[src/rtl/rv32_ctrl_pkg.sv]
// Shared encodings for the multicycle RV32 control unit: FSM states,
// instruction classes, opcode constants and mux-select codes.
package rv32_ctrl_pkg;

  typedef enum logic [2:0] {
    ST_FETCH  = 3'd0,
    ST_DECODE = 3'd1,
    ST_EXEC   = 3'd2,
    ST_MEM    = 3'd3,
    ST_WB     = 3'd4,
    ST_TRAP   = 3'd5
  } state_e;

  typedef enum logic [3:0] {
    CLS_R       = 4'd0,
    CLS_IALU    = 4'd1,
    CLS_LOAD    = 4'd2,
    CLS_STORE   = 4'd3,
    CLS_BRANCH  = 4'd4,
    CLS_LUI     = 4'd5,
    CLS_AUIPC   = 4'd6,
    CLS_JAL     = 4'd7,
    CLS_JALR    = 4'd8,
    CLS_ILLEGAL = 4'd9
  } cls_e;

  localparam logic [6:0] OP_R      = 7'b0110011;
  localparam logic [6:0] OP_IALU   = 7'b0010011;
  localparam logic [6:0] OP_LOAD   = 7'b0000011;
  localparam logic [6:0] OP_STORE  = 7'b0100011;
  localparam logic [6:0] OP_BRANCH = 7'b1100011;
  localparam logic [6:0] OP_LUI    = 7'b0110111;
  localparam logic [6:0] OP_AUIPC  = 7'b0010111;
  localparam logic [6:0] OP_JAL    = 7'b1101111;
  localparam logic [6:0] OP_JALR   = 7'b1100111;

  localparam logic [2:0] IMM_I    = 3'd0;
  localparam logic [2:0] IMM_S    = 3'd1;
  localparam logic [2:0] IMM_B    = 3'd2;
  localparam logic [2:0] IMM_U    = 3'd3;
  localparam logic [2:0] IMM_J    = 3'd4;
  localparam logic [2:0] IMM_NONE = 3'd7;

  localparam logic [1:0] PC_PLUS4 = 2'd0;
  localparam logic [1:0] PC_IMM   = 2'd1;
  localparam logic [1:0] PC_ALU   = 2'd2;

  localparam logic [1:0] WB_ALU = 2'd0;
  localparam logic [1:0] WB_MEM = 2'd1;
  localparam logic [1:0] WB_PC4 = 2'd2;
  localparam logic [1:0] WB_IMM = 2'd3;

  // Immediate format needed by each instruction class.
  function automatic logic [2:0] imm_type_of(input cls_e c);
    logic [2:0] t;
    t = IMM_NONE;
    case (c)
      CLS_IALU, CLS_LOAD, CLS_JALR: t = IMM_I;
      CLS_STORE:                    t = IMM_S;
      CLS_BRANCH:                   t = IMM_B;
      CLS_LUI, CLS_AUIPC:           t = IMM_U;
      CLS_JAL:                      t = IMM_J;
      default:                      t = IMM_NONE;
    endcase
    return t;
  endfunction

endpackage

[src/rtl/opcode_class.sv]
// Combinational opcode classifier: maps instr[6:0] to an instruction class.
module opcode_class
  import rv32_ctrl_pkg::*;
(
  input  logic [6:0] opcode,
  output cls_e       cls
);

  // Unknown opcodes fall through to CLS_ILLEGAL.
  always_comb begin
    cls = CLS_ILLEGAL;
    case (opcode)
      OP_R:      cls = CLS_R;
      OP_IALU:   cls = CLS_IALU;
      OP_LOAD:   cls = CLS_LOAD;
      OP_STORE:  cls = CLS_STORE;
      OP_BRANCH: cls = CLS_BRANCH;
      OP_LUI:    cls = CLS_LUI;
      OP_AUIPC:  cls = CLS_AUIPC;
      OP_JAL:    cls = CLS_JAL;
      OP_JALR:   cls = CLS_JALR;
      default:   cls = CLS_ILLEGAL;
    endcase
  end

endmodule

[src/rtl/multicycle_ctrl.sv]
// Multicycle RV32I control FSM. Outputs are decoded combinationally from the
// registered state, the IR contents and mem_ready, and are held at 0 while
// rst_n is low so an in-flight access is abandoned without side effects.
module multicycle_ctrl
  import rv32_ctrl_pkg::*;
(
  input  logic        clk,
  input  logic        rst_n,
  input  logic [31:0] instr,
  input  logic        mem_ready,
  input  logic        branch_taken,
  output logic        mem_req,
  output logic        mem_we,
  output logic        mem_addr_sel,
  output logic        ir_we,
  output logic        pc_we,
  output logic        reg_we,
  output logic        retire,
  output logic        illegal,
  output logic [1:0]  pc_sel,
  output logic [1:0]  wb_sel,
  output logic        alu_a_sel,
  output logic        alu_b_sel,
  output logic [2:0]  imm_type,
  output logic [2:0]  state_o
);

  state_e state;
  state_e state_nxt;
  cls_e   cls;
  logic   rd_zero;
  logic   unused_instr;

  opcode_class u_opcode_class (
    .opcode (instr[6:0]),
    .cls    (cls)
  );

  assign rd_zero      = (instr[11:7] == 5'd0);
  // Upper instruction fields are consumed by the datapath, not the controller.
  assign unused_instr = ^instr[31:12];
  assign state_o      = state;

  // State register; reset returns to FETCH immediately.
  always_ff @(posedge clk or negedge rst_n) begin
    if (!rst_n) state <= ST_FETCH;
    else        state <= state_nxt;
  end

  // Next-state and output decode; all outputs stay 0 while reset is held.
  always_comb begin
    state_nxt    = state;
    mem_req      = 1'b0;
    mem_we       = 1'b0;
    mem_addr_sel = 1'b0;
    ir_we        = 1'b0;
    pc_we        = 1'b0;
    reg_we       = 1'b0;
    retire       = 1'b0;
    illegal      = 1'b0;
    pc_sel       = PC_PLUS4;
    wb_sel       = WB_ALU;
    alu_a_sel    = 1'b0;
    alu_b_sel    = 1'b0;
    imm_type     = 3'd0;
    if (rst_n) begin
      case (state)
        ST_FETCH: begin
          mem_req = 1'b1;
          if (mem_ready) begin
            ir_we     = 1'b1;
            state_nxt = ST_DECODE;
          end
        end
        ST_DECODE: begin
          imm_type  = imm_type_of(cls);
          state_nxt = (cls == CLS_ILLEGAL) ? ST_TRAP : ST_EXEC;
        end
        ST_EXEC: begin
          imm_type  = imm_type_of(cls);
          alu_a_sel = (cls == CLS_AUIPC);
          alu_b_sel = (cls != CLS_R) && (cls != CLS_BRANCH);
          if (cls == CLS_BRANCH) begin
            pc_we     = 1'b1;
            pc_sel    = branch_taken ? PC_IMM : PC_PLUS4;
            retire    = 1'b1;
            state_nxt = ST_FETCH;
          end else if ((cls == CLS_LOAD) || (cls == CLS_STORE)) begin
            state_nxt = ST_MEM;
          end else begin
            state_nxt = ST_WB;
          end
        end
        ST_MEM: begin
          imm_type     = imm_type_of(cls);
          mem_req      = 1'b1;
          mem_addr_sel = 1'b1;
          mem_we       = (cls == CLS_STORE);
          if (mem_ready) begin
            if (cls == CLS_STORE) begin
              pc_we     = 1'b1;
              pc_sel    = PC_PLUS4;
              retire    = 1'b1;
              state_nxt = ST_FETCH;
            end else begin
              state_nxt = ST_WB;
            end
          end
        end
        ST_WB: begin
          imm_type  = imm_type_of(cls);
          reg_we    = !rd_zero;
          pc_we     = 1'b1;
          retire    = 1'b1;
          state_nxt = ST_FETCH;
          case (cls)
            CLS_LOAD:          wb_sel = WB_MEM;
            CLS_JAL, CLS_JALR: wb_sel = WB_PC4;
            CLS_LUI:           wb_sel = WB_IMM;
            default:           wb_sel = WB_ALU;
          endcase
          case (cls)
            CLS_JAL:  pc_sel = PC_IMM;
            CLS_JALR: pc_sel = PC_ALU;
            default:  pc_sel = PC_PLUS4;
          endcase
        end
        ST_TRAP: begin
          illegal = 1'b1;
        end
        default: begin
          state_nxt = ST_FETCH;
        end
      endcase
    end
  end

endmodule

[config.mk]
export PLATFORM = sky130hd
export DESIGN_NAME = multicycle_ctrl
export DESIGN_NICKNAME = d
export VERILOG_FILES = /design/src/rtl/rv32_ctrl_pkg.sv /design/src/rtl/opcode_class.sv /design/src/rtl/multicycle_ctrl.sv
export SDC_FILE = /design/constraint.sdc
export NUM_CORES = 1
export LEC_CHECK = 0
export ABC_AREA = 1
export ABC_CLOCK_PERIOD_IN_PS = 2100
export BUFFER_PORTS_ARGS = -buffer_cell sky130_fd_sc_hd__buf_4
export CAP_MARGIN = 20
export CORE_MARGIN = 3
export CORE_UTILIZATION = 35
export CTS_CLUSTER_SIZE = 10
export DETAILED_ROUTE_END_ITERATION = 8
export HOLD_SLACK_MARGIN = 0.1
export PLACE_DENSITY = 0.71
export SLEW_MARGIN = 20
export SYNTH_ARGS = -nofsm -noshare
export SYNTH_HDL_FRONTEND = slang
export SYNTH_SLANG_ARGS = --single-unit
[constraint.sdc]
create_clock -name clk -period 2.1 [get_ports clk]
set_input_delay 0.105 -clock clk [delete_from_list [all_inputs] [get_ports clk]]
set_output_delay 0.105 -clock clk [all_outputs]
set_load 0.02 [all_outputs]
==> flow_summary.html, run 1 <==
<table>
<tr><th>Metric</th><th>Value</th></tr>
<tr><th colspan="2">Timing</th></tr>
<tr><td>Worst hold slack</td><td>0.215 ns</td></tr>
<tr><td>Worst max-slew margin expressed relative to the limit</td><td>78.9%</td></tr>
<tr><td>Finish-stage setup viols</td><td>0</td></tr>
<tr><td>Achievable clock frequency</td><td>496 MHz</td></tr>
<tr><td>Final clock skew</td><td>0.00388 ns</td></tr>
<tr><td>Fin crit period</td><td>2.02 ns</td></tr>
<tr><td>RSZ-0062 raised after global routing</td><td>yes</td></tr>
<tr><td>Max Transition Viols Final</td><td>0</td></tr>
<tr><td>Share of the clock period used by the worst path after layout</td><td>96.0%</td></tr>
<tr><td>Final setup TNS</td><td>0 ns</td></tr>
<tr><td>Final-report hold violation count</td><td>0</td></tr>
<tr><td>Actual transition at the worst max-transition pin</td><td>0.313 ns</td></tr>
<tr><th colspan="2">Yosys</th></tr>
<tr><td>Number of warnings issued by yosys</td><td>0</td></tr>
<tr><td>Post-synth cell types</td><td>24</td></tr>
<tr><td>Number of nets in the synthesized netlist</td><td>183</td></tr>
<tr><td>Share of synthesized area occupied by flip-flops and latches</td><td>9.93%</td></tr>
<tr><td>Cells after synthesis</td><td>142</td></tr>
<tr><td>Largest area contributor in the netlist</td><td>nand2_1</td></tr>
<tr><td>Netlist area before placement</td><td>756 sq um</td></tr>
<tr><td>Top-area cell type share of the netlist area</td><td>17.4%</td></tr>
<tr><td>Main area contributors after synthesis</td><td>nand2_1 17%, nor2_1 11%, inv_1 11%, dfrtp_1 9.9%, ha_1 8.3%</td></tr>
<tr><td>Post-Synthesis Mean Instance Area</td><td>5.32 sq um</td></tr>
<tr><td>Flip-flop and latch count after synthesis</td><td>3</td></tr>
<tr><th colspan="2">Routing</th></tr>
<tr><td>Overall routed net length</td><td>2290 um</td></tr>
<tr><td>Vias per std cell</td><td>4.65</td></tr>
<tr><td>Number of nets with antenna violations after detailed routing</td><td>0</td></tr>
<tr><td>Post-route DRC violation count</td><td>0</td></tr>
<tr><td>Number of vias in the routed layout</td><td>1014</td></tr>
<tr><td>Avg WL per Cell</td><td>10.5 um</td></tr>
<tr><td>Length of the first detailed-routing pass in iterations</td><td>3</td></tr>
<tr><td>Starting DRT DRC Count</td><td>6</td></tr>
<tr><th colspan="2">Clocking</th></tr>
<tr><td>Clock slew at the register clock pins of the worst setup and hold paths</td><td>0.03 ns</td></tr>
<tr><td>Number of buffers added by the clock tree synthesis step</td><td>3</td></tr>
<tr><td>Worst-case clock buffer depth</td><td>2</td></tr>
<tr><td>Clock sink count</td><td>3</td></tr>
<tr><td>Clock insertion delay at the later pin of the skew report</td><td>0.23 ns</td></tr>
<tr><td>Clock tree from TritonCTS</td><td>yes</td></tr>
<tr><td>Clock Tree Root</td><td>clkbuf_4</td></tr>
<tr><td>H-tree Lvls</td><td>1</td></tr>
<tr><th colspan="2">Critical path</th></tr>
<tr><td>Startpoint of the worst setup timing path</td><td>instr[3]</td></tr>
<tr><td>Arrival time at the worst endpoint</td><td>1.91 ns</td></tr>
<tr><td>WP data required</td><td>2.00 ns</td></tr>
<tr><td>Critical path capture point type</td><td>primary output</td></tr>
<tr><td>Largest fanout of any net on the critical path</td><td>4</td></tr>
<tr><td>Type of origin of the critical path</td><td>primary input</td></tr>
<tr><td>Critical register-to-register path startpoint</td><td>state_o[0]</td></tr>
<tr><td>Critical path class</td><td>primary input to primary output</td></tr>
<tr><th colspan="2">Layout</th></tr>
<tr><td>Finished Core Util</td><td>64.4%</td></tr>
<tr><td>Leading cell type in the layout, fill and taps excluded</td><td>buf_4</td></tr>
<tr><td>Net count of the finished layout</td><td>233</td></tr>
<tr><td>Post-route insts no fill</td><td>218</td></tr>
<tr><td>Synthesis-to-layout area growth</td><td>70.7%</td></tr>
<tr><td>Commonest cells after routing, fill and taps aside</td><td>42 x buf_4, 31 x nand2_1, 20 x nor2_1</td></tr>
<tr><td>Max reg flops</td><td>3</td></tr>
<tr><td>Fraction of final layout cells with drive strength greater than 1</td><td>44.5%</td></tr>
<tr><td>Layout Cell Area excl Fill</td><td>1290 sq um</td></tr>
<tr><td>Ant. Diodes</td><td>0</td></tr>
<tr><th colspan="2">Power and ir drop</th></tr>
<tr><td>Leakage component of the power</td><td>0.698 nW</td></tr>
<tr><td>Power density normalized to cell area</td><td>569 nW/um^2</td></tr>
<tr><td>Worst-case vdd ir drop</td><td>0.538 mV</td></tr>
<tr><th colspan="2">Floorplanning</th></tr>
<tr><td>Std-Cell Rows</td><td>16</td></tr>
<tr><td>Top Ports</td><td>56</td></tr>
<tr><td>Initial core utilization</td><td>37.8%</td></tr>
<tr><td>Area of the core</td><td>2000 sq um</td></tr>
<tr><td>Total Die Area</td><td>2750 sq um</td></tr>
<tr><td>Chip Width</td><td>52.5 um</td></tr>
<tr><td>Vert. Die Dim</td><td>52.5 um</td></tr>
<tr><th colspan="2">GRT</th></tr>
<tr><td>Total GRT Usage</td><td>14.9%</td></tr>
<tr><td>Largest net degree at the start of global routing</td><td>9</td></tr>
<tr><td>Vias in the first global route</td><td>844</td></tr>
<tr><td>Initial antenna violation count</td><td>0</td></tr>
<tr><td>First-pass GRT wire length</td><td>3330 um</td></tr>
<tr><td>Global-route congestion overflow total</td><td>0</td></tr>
<tr><th colspan="2">Flow run</th></tr>
<tr><td>Max-cap violations</td><td>0</td></tr>
<tr><th colspan="2">Placement</th></tr>
<tr><td>Detailed placer's ending HPWL</td><td>1750 um</td></tr>
<tr><td>Cell Count Post-Placement</td><td>211</td></tr>
<tr><td>Instance area at placement</td><td>1110 sq um</td></tr>
<tr><td>Placer Congestion</td><td>0.848</td></tr>
<tr><td>Count of input and output buffers</td><td>35</td></tr>
<tr><th colspan="2">Run status</th></tr>
<tr><td>Result of the run</td><td>finished clean</td></tr>
<tr><th colspan="2">Min path</th></tr>
<tr><td>Hold Path Origin</td><td>mem_ready</td></tr>
<tr><td>Worst hold-check path type</td><td>primary input to flop</td></tr>
</table>
## cell families (layout without fill, tap and decap cells)
group           Yosys count  after routing  synth area share [%]
fa+ha+maj                 5              5                  8.28
compound gates           13             13                  9.11
buf+inv                  28             77                  14.4
flops                     3              3                  9.93
xor+xnor                  1              1                  1.16
simple gates             92             92                  57.1
## stage by stage
stage	power, mW	worst slack, ns
detailed placement	0.598	-0.0238
finish	0.734	0.0840
floorplan	0.419	0.0454
global placement	0.591	0.0112
global route	0.799	-0.0697
CTS	0.701	0.0721
## layer usage
metal	track usage [%]	wire (um)	vias to the layer above	part of all wire, %
met5	0	0	-	0
met4	2.55	0	0	0
met3	0.285	121	0	5.3
met2	26.4	1210	20	53
met1	20.3	966	450	42
li1	-	-	544	-
## path summary, 6_finish.rpt
| path | cells past startpoint | slack (ns) | end |
|---|---|---|---|
| hold reg to reg | 2 | 0.61 | state_o[1] |
| min in group asynchronous | 2 | 0.23 | state_o[0] |
| max in group asynchronous | 2 | 1.75 | state_o[1] |
| hold / removal | 4 | 0.21 | state_o[1] |
| setup / recovery | 14 | 0.08 | imm_type[2] |
| setup reg to reg | 10 | 0.45 | state_o[0] |
## critical path, stage by stage
cell	delay, ns
buf_4	0.13
nor2_1	0.13
nand2_1	0.10
a21oi_1	0.13
nor2_1	0.07
nand2_2	0.08
inv_2	0.04
nor4_4	0.25
inv_1	0.12
ha_4	0.18
or2_4	0.24
a21oi_2	0.13
nor2_1	0.05
buf_4	0.15
## cell type report
| class | instances | area [sq um] |
|---|---|---|
| fill | 198 | 712 |
| multi-input combinational | 111 | 689 |
| timing repair buffer | 46 | 359 |
| inverter | 27 | 106 |
| sequential | 3 | 75.1 |
| tap | 27 | 33.8 |
| clock buffer | 4 | 26.3 |
## synth_stat cells
| cell type | n |
|---|---|
| nand2_1 | 35 |
| nor2_1 | 23 |
| inv_1 | 22 |
| nand3_1 | 9 |
| nor3_1 | 9 |
| a21oi_1 | 7 |
| ha_1 | 5 |
| inv_2 | 5 |
| nand2_2 | 4 |
| dfrtp_1 | 3 |
| nor4_1 | 3 |
| o21ai_0 | 3 |
| nand3_2 | 2 |
| nor2_2 | 2 |
| a31oi_1 | 1 |
| buf_4 | 1 |
| nand2_4 | 1 |
| nand4_1 | 1 |
| nand4_2 | 1 |
| nor2_4 | 1 |
| o211ai_1 | 1 |
| o21ai_1 | 1 |
| or2_2 | 1 |
| xnor2_1 | 1 |
## power breakdown
group | internal [mW] | switching, mW
Clock | 0.0710 | 0.0262
Combinational | 0.208 | 0.308
Sequential | 0.0785 | 0.0419
## timing repair
| item | CTS | global route |
|---|---|---|
| gates cloned | 0 | 0 |
| hold buffers | 1 | 0 |
| pin swaps | 0 | 14 |
| setup buffers | 0 | 2 |
| gates resized for setup | 1 | 34 |
| setup endpoints to repair | 3 | 9 |
| endpoints found under the hold margin | 3 | 0 |
No activity file was read; power rests on OpenSTA's default activity.
==> run 2, diff against run 1 <==
Settings changed: ABC_AREA 1 to not set.
==> run 2 against run 1 <==
Net effect:
- critical path depth is 4 lower
- critical endpoint is now retire
- utilization is 8.3 points lower
- count of clock-buffer cells in the layout stayed put
- design area is 13% lower
- highest routed layer unchanged
- clock power is 1% higher
==> flow_summary.html, run 2 <==
<table>
<tr><th>Metric</th><th>Value</th></tr>
<tr><th colspan="2">Min path</th></tr>
<tr><td>Worst hold-check path type</td><td>primary input to async pin (was primary input to flop)</td></tr>
<tr><th colspan="2">Routing</th></tr>
<tr><td>Number of vias in the routed layout</td><td>939 (was 1014)</td></tr>
<tr><td>Length of the first detailed-routing pass in iterations</td><td>4 (was 3)</td></tr>
<tr><td>Post-route DRC violation count</td><td>0 (unchanged)</td></tr>
<tr><td>Number of nets with antenna violations after detailed routing</td><td>0 (unchanged)</td></tr>
<tr><td>Overall routed net length</td><td>2100 um (was 2290 um)</td></tr>
<tr><td>Avg WL per Cell</td><td>11.9 um (was 10.5 um)</td></tr>
<tr><td>Vias per std cell</td><td>5.31 (was 4.65)</td></tr>
<tr><td>Starting DRT DRC Count</td><td>17 (was 6)</td></tr>
<tr><th colspan="2">Layout</th></tr>
<tr><td>Ant. Diodes</td><td>0 (unchanged)</td></tr>
<tr><td>Fillers</td><td>202 (was 198)</td></tr>
<tr><td>Commonest cells after routing, fill and taps aside</td><td>43 x buf_4, 15 x nand2_1, 8 x a21oi_1, 8 x nor2_1, 7 x o21ai_0 (was 42 x buf_4, 31 x nand2_1, 20 x nor2_1)</td></tr>
<tr><td>Fraction of final layout cells with drive strength greater than 1</td><td>37.3% (was 44.5%)</td></tr>
<tr><td>Layout Cell Area excl Fill</td><td>1120 sq um (was 1290 sq um)</td></tr>
<tr><td>Finished Core Util</td><td>56.2% (was 64.4%)</td></tr>
<tr><td>Max reg flops</td><td>3 (unchanged)</td></tr>
<tr><td>Net count of the finished layout</td><td>192 (was 233)</td></tr>
<tr><td>Leading cell type in the layout, fill and taps excluded</td><td>buf_4 (unchanged)</td></tr>
<tr><td>Area of combinational cells with multiple inputs</td><td>638 sq um (was 689 sq um)</td></tr>
<tr><td>Sequential standard cell area</td><td>75.1 sq um (unchanged)</td></tr>
<tr><td>Synthesis-to-layout area growth</td><td>47.6% (was 70.7%)</td></tr>
<tr><td>Post-route insts no fill</td><td>177 (was 218)</td></tr>
<tr><th colspan="2">Clocking</th></tr>
<tr><td>Clock insertion delay at the later pin of the skew report</td><td>0.23 ns (about the same)</td></tr>
<tr><td>Clock Tree Root</td><td>clkbuf_4 (unchanged)</td></tr>
<tr><td>Clock tree from TritonCTS</td><td>yes (unchanged)</td></tr>
<tr><td>H-tree Lvls</td><td>1 (unchanged)</td></tr>
<tr><td>Post-CTS setup buffers</td><td>0 (unchanged)</td></tr>
<tr><td>Worst-case clock buffer depth</td><td>2 (unchanged)</td></tr>
<tr><td>Number of buffers added by the clock tree synthesis step</td><td>3 (unchanged)</td></tr>
<tr><td>Clock slew at the register clock pins of the worst setup and hold paths</td><td>0.04 ns (was 0.03 ns)</td></tr>
<tr><td>Clock sink count</td><td>3 (unchanged)</td></tr>
<tr><th colspan="2">Power and ir drop</th></tr>
<tr><td>Power density normalized to cell area</td><td>641 nW/um^2 (was 569 nW/um^2)</td></tr>
<tr><td>Worst-case vdd ir drop</td><td>0.397 mV (was 0.538 mV)</td></tr>
<tr><td>Post-route total power</td><td>0.721 mW (was 0.734 mW)</td></tr>
<tr><td>Leakage component of the power</td><td>0.523 nW (was 0.698 nW)</td></tr>
<tr><th colspan="2">Placement</th></tr>
<tr><td>Placer Congestion</td><td>0.843 (was 0.848)</td></tr>
<tr><td>Detailed placer's ending HPWL</td><td>1670 um (was 1750 um)</td></tr>
<tr><td>Placement Setup Slack</td><td>0.0445 ns (was -0.0238 ns)</td></tr>
<tr><td>Count of input and output buffers</td><td>35 (unchanged)</td></tr>
<tr><td>Instance area at placement</td><td>1080 sq um (was 1110 sq um)</td></tr>
<tr><td>Cell Count Post-Placement</td><td>172 (was 211)</td></tr>
<tr><th colspan="2">Critical path</th></tr>
<tr><td>Critical register-to-register path startpoint</td><td>state_o[0] (unchanged)</td></tr>
<tr><td>Startpoint of the worst setup timing path</td><td>instr[2] (was instr[3])</td></tr>
<tr><td>WP data required</td><td>2.00 ns (about the same)</td></tr>
<tr><td>Reg-to-reg setup timing slack</td><td>0.60 ns (was 0.45 ns)</td></tr>
<tr><td>Arrival time at the worst endpoint</td><td>1.89 ns (was 1.91 ns)</td></tr>
<tr><td>Critical path capture point type</td><td>primary output (unchanged)</td></tr>
<tr><td>Type of origin of the critical path</td><td>primary input (unchanged)</td></tr>
<tr><td>Largest fanout of any net on the critical path</td><td>7 (was 4)</td></tr>
<tr><td>Critical path class</td><td>primary input to primary output (unchanged)</td></tr>
<tr><th colspan="2">GRT</th></tr>
<tr><td>Total GRT Usage</td><td>15.4% (was 14.9%)</td></tr>
<tr><td>Largest net degree at the start of global routing</td><td>14 (was 9)</td></tr>
<tr><td>Global-route congestion overflow total</td><td>0 (unchanged)</td></tr>
<tr><td>Initial antenna violation count</td><td>0 (unchanged)</td></tr>
<tr><td>First-pass GRT wire length</td><td>3390 um (was 3330 um)</td></tr>
<tr><td>Vias in the first global route</td><td>861 (was 844)</td></tr>
<tr><th colspan="2">Flow run</th></tr>
<tr><td>Max-cap violations</td><td>0 (unchanged)</td></tr>
<tr><th colspan="2">Floorplanning</th></tr>
<tr><td>Std-Cell Rows</td><td>16 (unchanged)</td></tr>
<tr><td>Area of the core</td><td>2000 sq um (unchanged)</td></tr>
<tr><td>Top Ports</td><td>56 (unchanged)</td></tr>
<tr><td>Total Die Area</td><td>2770 sq um (was 2750 sq um)</td></tr>
<tr><td>Chip Width</td><td>52.7 um (was 52.5 um)</td></tr>
<tr><td>Vert. Die Dim</td><td>52.7 um (was 52.5 um)</td></tr>
<tr><td>Initial core utilization</td><td>38.1% (was 37.8%)</td></tr>
<tr><th colspan="2">Yosys</th></tr>
<tr><td>Count of flip-flops with a built-in enable after synthesis</td><td>0 (unchanged)</td></tr>
<tr><td>Top-area cell type share of the netlist area</td><td>9.85% (was 17.4%)</td></tr>
<tr><td>Synth cell count leaders</td><td>15 x nand2_1, 8 x a21oi_1, 8 x nor2_1 (was 35 x nand2_1, 23 x nor2_1, 22 x inv_1)</td></tr>
<tr><td>Main area contributors after synthesis</td><td>dfrtp_1 9.9%, ha_1 8.2%, nand2_1 7.4%, a21oi_1 5.3%, o21ai_0 4.6% (was nand2_1 17%, nor2_1 11%, inv_1 11%, dfrtp_1 9.9%, ha_1 8.3%)</td></tr>
<tr><td>Netlist area before placement</td><td>762 sq um (was 756 sq um)</td></tr>
<tr><td>Largest family of logic cells by synthesized area</td><td>compound AO/OA/AOI/OAI gates (was simple AND/OR/NAND/NOR gates)</td></tr>
<tr><td>Proportion of synthesized area in mux cells</td><td>1.31% (was 0%)</td></tr>
<tr><td>Cells after synthesis</td><td>110 (was 142)</td></tr>
<tr><td>Fraction of the mapped netlist area in compound gates</td><td>35.3% (was 9.11%)</td></tr>
<tr><td>Flip-flop and latch count after synthesis</td><td>3 (unchanged)</td></tr>
<tr><td>Share of synthesized area occupied by flip-flops and latches</td><td>9.85% (was 9.93%)</td></tr>
<tr><td>Number of nets in the synthesized netlist</td><td>151 (was 183)</td></tr>
<tr><td>XOR/XNOR Fraction of Synth Area</td><td>3.45% (was 1.16%)</td></tr>
<tr><td>Share of flip-flops with an asynchronous set or reset after synthesis</td><td>100% (unchanged)</td></tr>
<tr><td>Post-synth cell types</td><td>46 (was 24)</td></tr>
<tr><td>Synthesized-area fraction occupied by adder cells</td><td>8.21% (was 8.28%)</td></tr>
<tr><td>Number of warnings issued by yosys</td><td>0 (unchanged)</td></tr>
<tr><td>Most used DFF post-synth</td><td>dfrtp_1 (unchanged)</td></tr>
<tr><td>Post-Synthesis Mean Instance Area</td><td>6.93 sq um (was 5.32 sq um)</td></tr>
<tr><td>Most repeated cell in the gate-level netlist after synthesis</td><td>nand2_1 (unchanged)</td></tr>
<tr><td>Area fraction in and, or, nand and nor cells after synthesis</td><td>33.7% (was 57.1%)</td></tr>
<tr><td>Largest area contributor in the netlist</td><td>dfrtp_1 (was nand2_1)</td></tr>
<tr><th colspan="2">Timing</th></tr>
<tr><td>Worst hold slack</td><td>0.232 ns (was 0.215 ns)</td></tr>
<tr><td>Max Transition Viols Final</td><td>0 (unchanged)</td></tr>
<tr><td>Fin crit period</td><td>1.99 ns (was 2.02 ns)</td></tr>
<tr><td>RSZ-0062 raised after global routing</td><td>no (was yes)</td></tr>
<tr><td>Worst max-slew margin expressed relative to the limit</td><td>66.8% (was 78.9%)</td></tr>
<tr><td>Finish-stage setup viols</td><td>0 (unchanged)</td></tr>
<tr><td>Achievable clock frequency</td><td>502 MHz (was 496 MHz)</td></tr>
<tr><td>PnR worst setup slack</td><td>0.107 ns (was 0.0840 ns)</td></tr>
<tr><td>Final clock skew</td><td>0.00240 ns (was 0.00388 ns)</td></tr>
<tr><td>Actual transition at the worst max-transition pin</td><td>0.497 ns (was 0.313 ns)</td></tr>
<tr><td>Final setup TNS</td><td>0 ns (unchanged)</td></tr>
<tr><td>Share of the clock period used by the worst path after layout</td><td>94.9% (was 96.0%)</td></tr>
<tr><td>Final-report hold violation count</td><td>0 (unchanged)</td></tr>
<tr><th colspan="2">Run status</th></tr>
<tr><td>Result of the run</td><td>finished clean (unchanged)</td></tr>
</table>
run 2: cell types whose count changed after synthesis, moves of 4 or more:
cell / before / now
inv_2: 5 / 0
o21ai_0: 3 / 7
clkbuf_1: 0 / 4
inv_1: 22 / 5
nor3_1: 9 / 4
nand3_1: 9 / 2
nor2_1: 23 / 8
nand2_2: 4 / 0
nand2b_1: 0 / 4
nand2_1: 35 / 15
run 2: final cells by class:
type | count | area share, %
clock buffer | 4 | 2.34
sequential | 3 | 6.67
tap | 27 | 3.00
multi-input combinational | 94 | 56.7
timing repair buffer | 44 | 29.6
inverter | 5 | 1.67
run 2: logic make-up (layout without fill, tap and decap cells):
kind of cell             after synthesis  count (layout)
buffers and inverters                 13              53
AND/OR/NAND/NOR                       49              49
flip-flops                             3               3
AO/OA/AOI/OAI                         36              36
multiplexers                           1               1
adder cells (fa/ha/maj)                5               5
XOR/XNOR                               3               3
run 2: what timing repair did:
item	4_1_cts	5_1_grt
resized for setup	0	2
endpoints found under the hold margin	3	0
hold buffers	1	0
setup endpoints to repair	0	6
run 2: path summary, 6_finish.rpt:
kind,end,cells after the start
min in group clk,state_o[1],5
max in group asynchronous,state_o[2],2
worst max register to register,state_o[2],5
worst min-delay path,state_o[1],2
worst min register to register,state_o[0],3
worst max-delay path,retire,10
run 2: power breakdown:
group,switching [mW],total [mW],internal (mW)
clock network,0.0270,0.0981,0.0710
logic,0.269,0.481,0.212
registers,0.0629,0.142,0.0791
total,0.359,0.721,0.362
run 2: routing by layer:
| layer | share of wire, % | routed length, um | global-route usage (%) | vias up |
|---|---|---|---|---|
| met3 | 5.9 | 125 | 2.28 | 0 |
| li1 | - | - | - | 479 |
| met5 | 0 | 0 | 0 | - |
| met1 | 44 | 926 | 19.3 | 431 |
| met2 | 50 | 1050 | 27.7 | 29 |
| met4 | 0 | 0 | 2.55 | 0 |
run 2: worst max-delay path, cell delays in order:
cell and delay, ns:
buf_4 0.14, nor2b_1 0.14, a2111oi_0 0.38, o21ai_0 0.16, inv_1 0.12, ha_1 0.23
buf_4 0.15, and3_1 0.18, o2bb2ai_2 0.12, buf_4 0.16
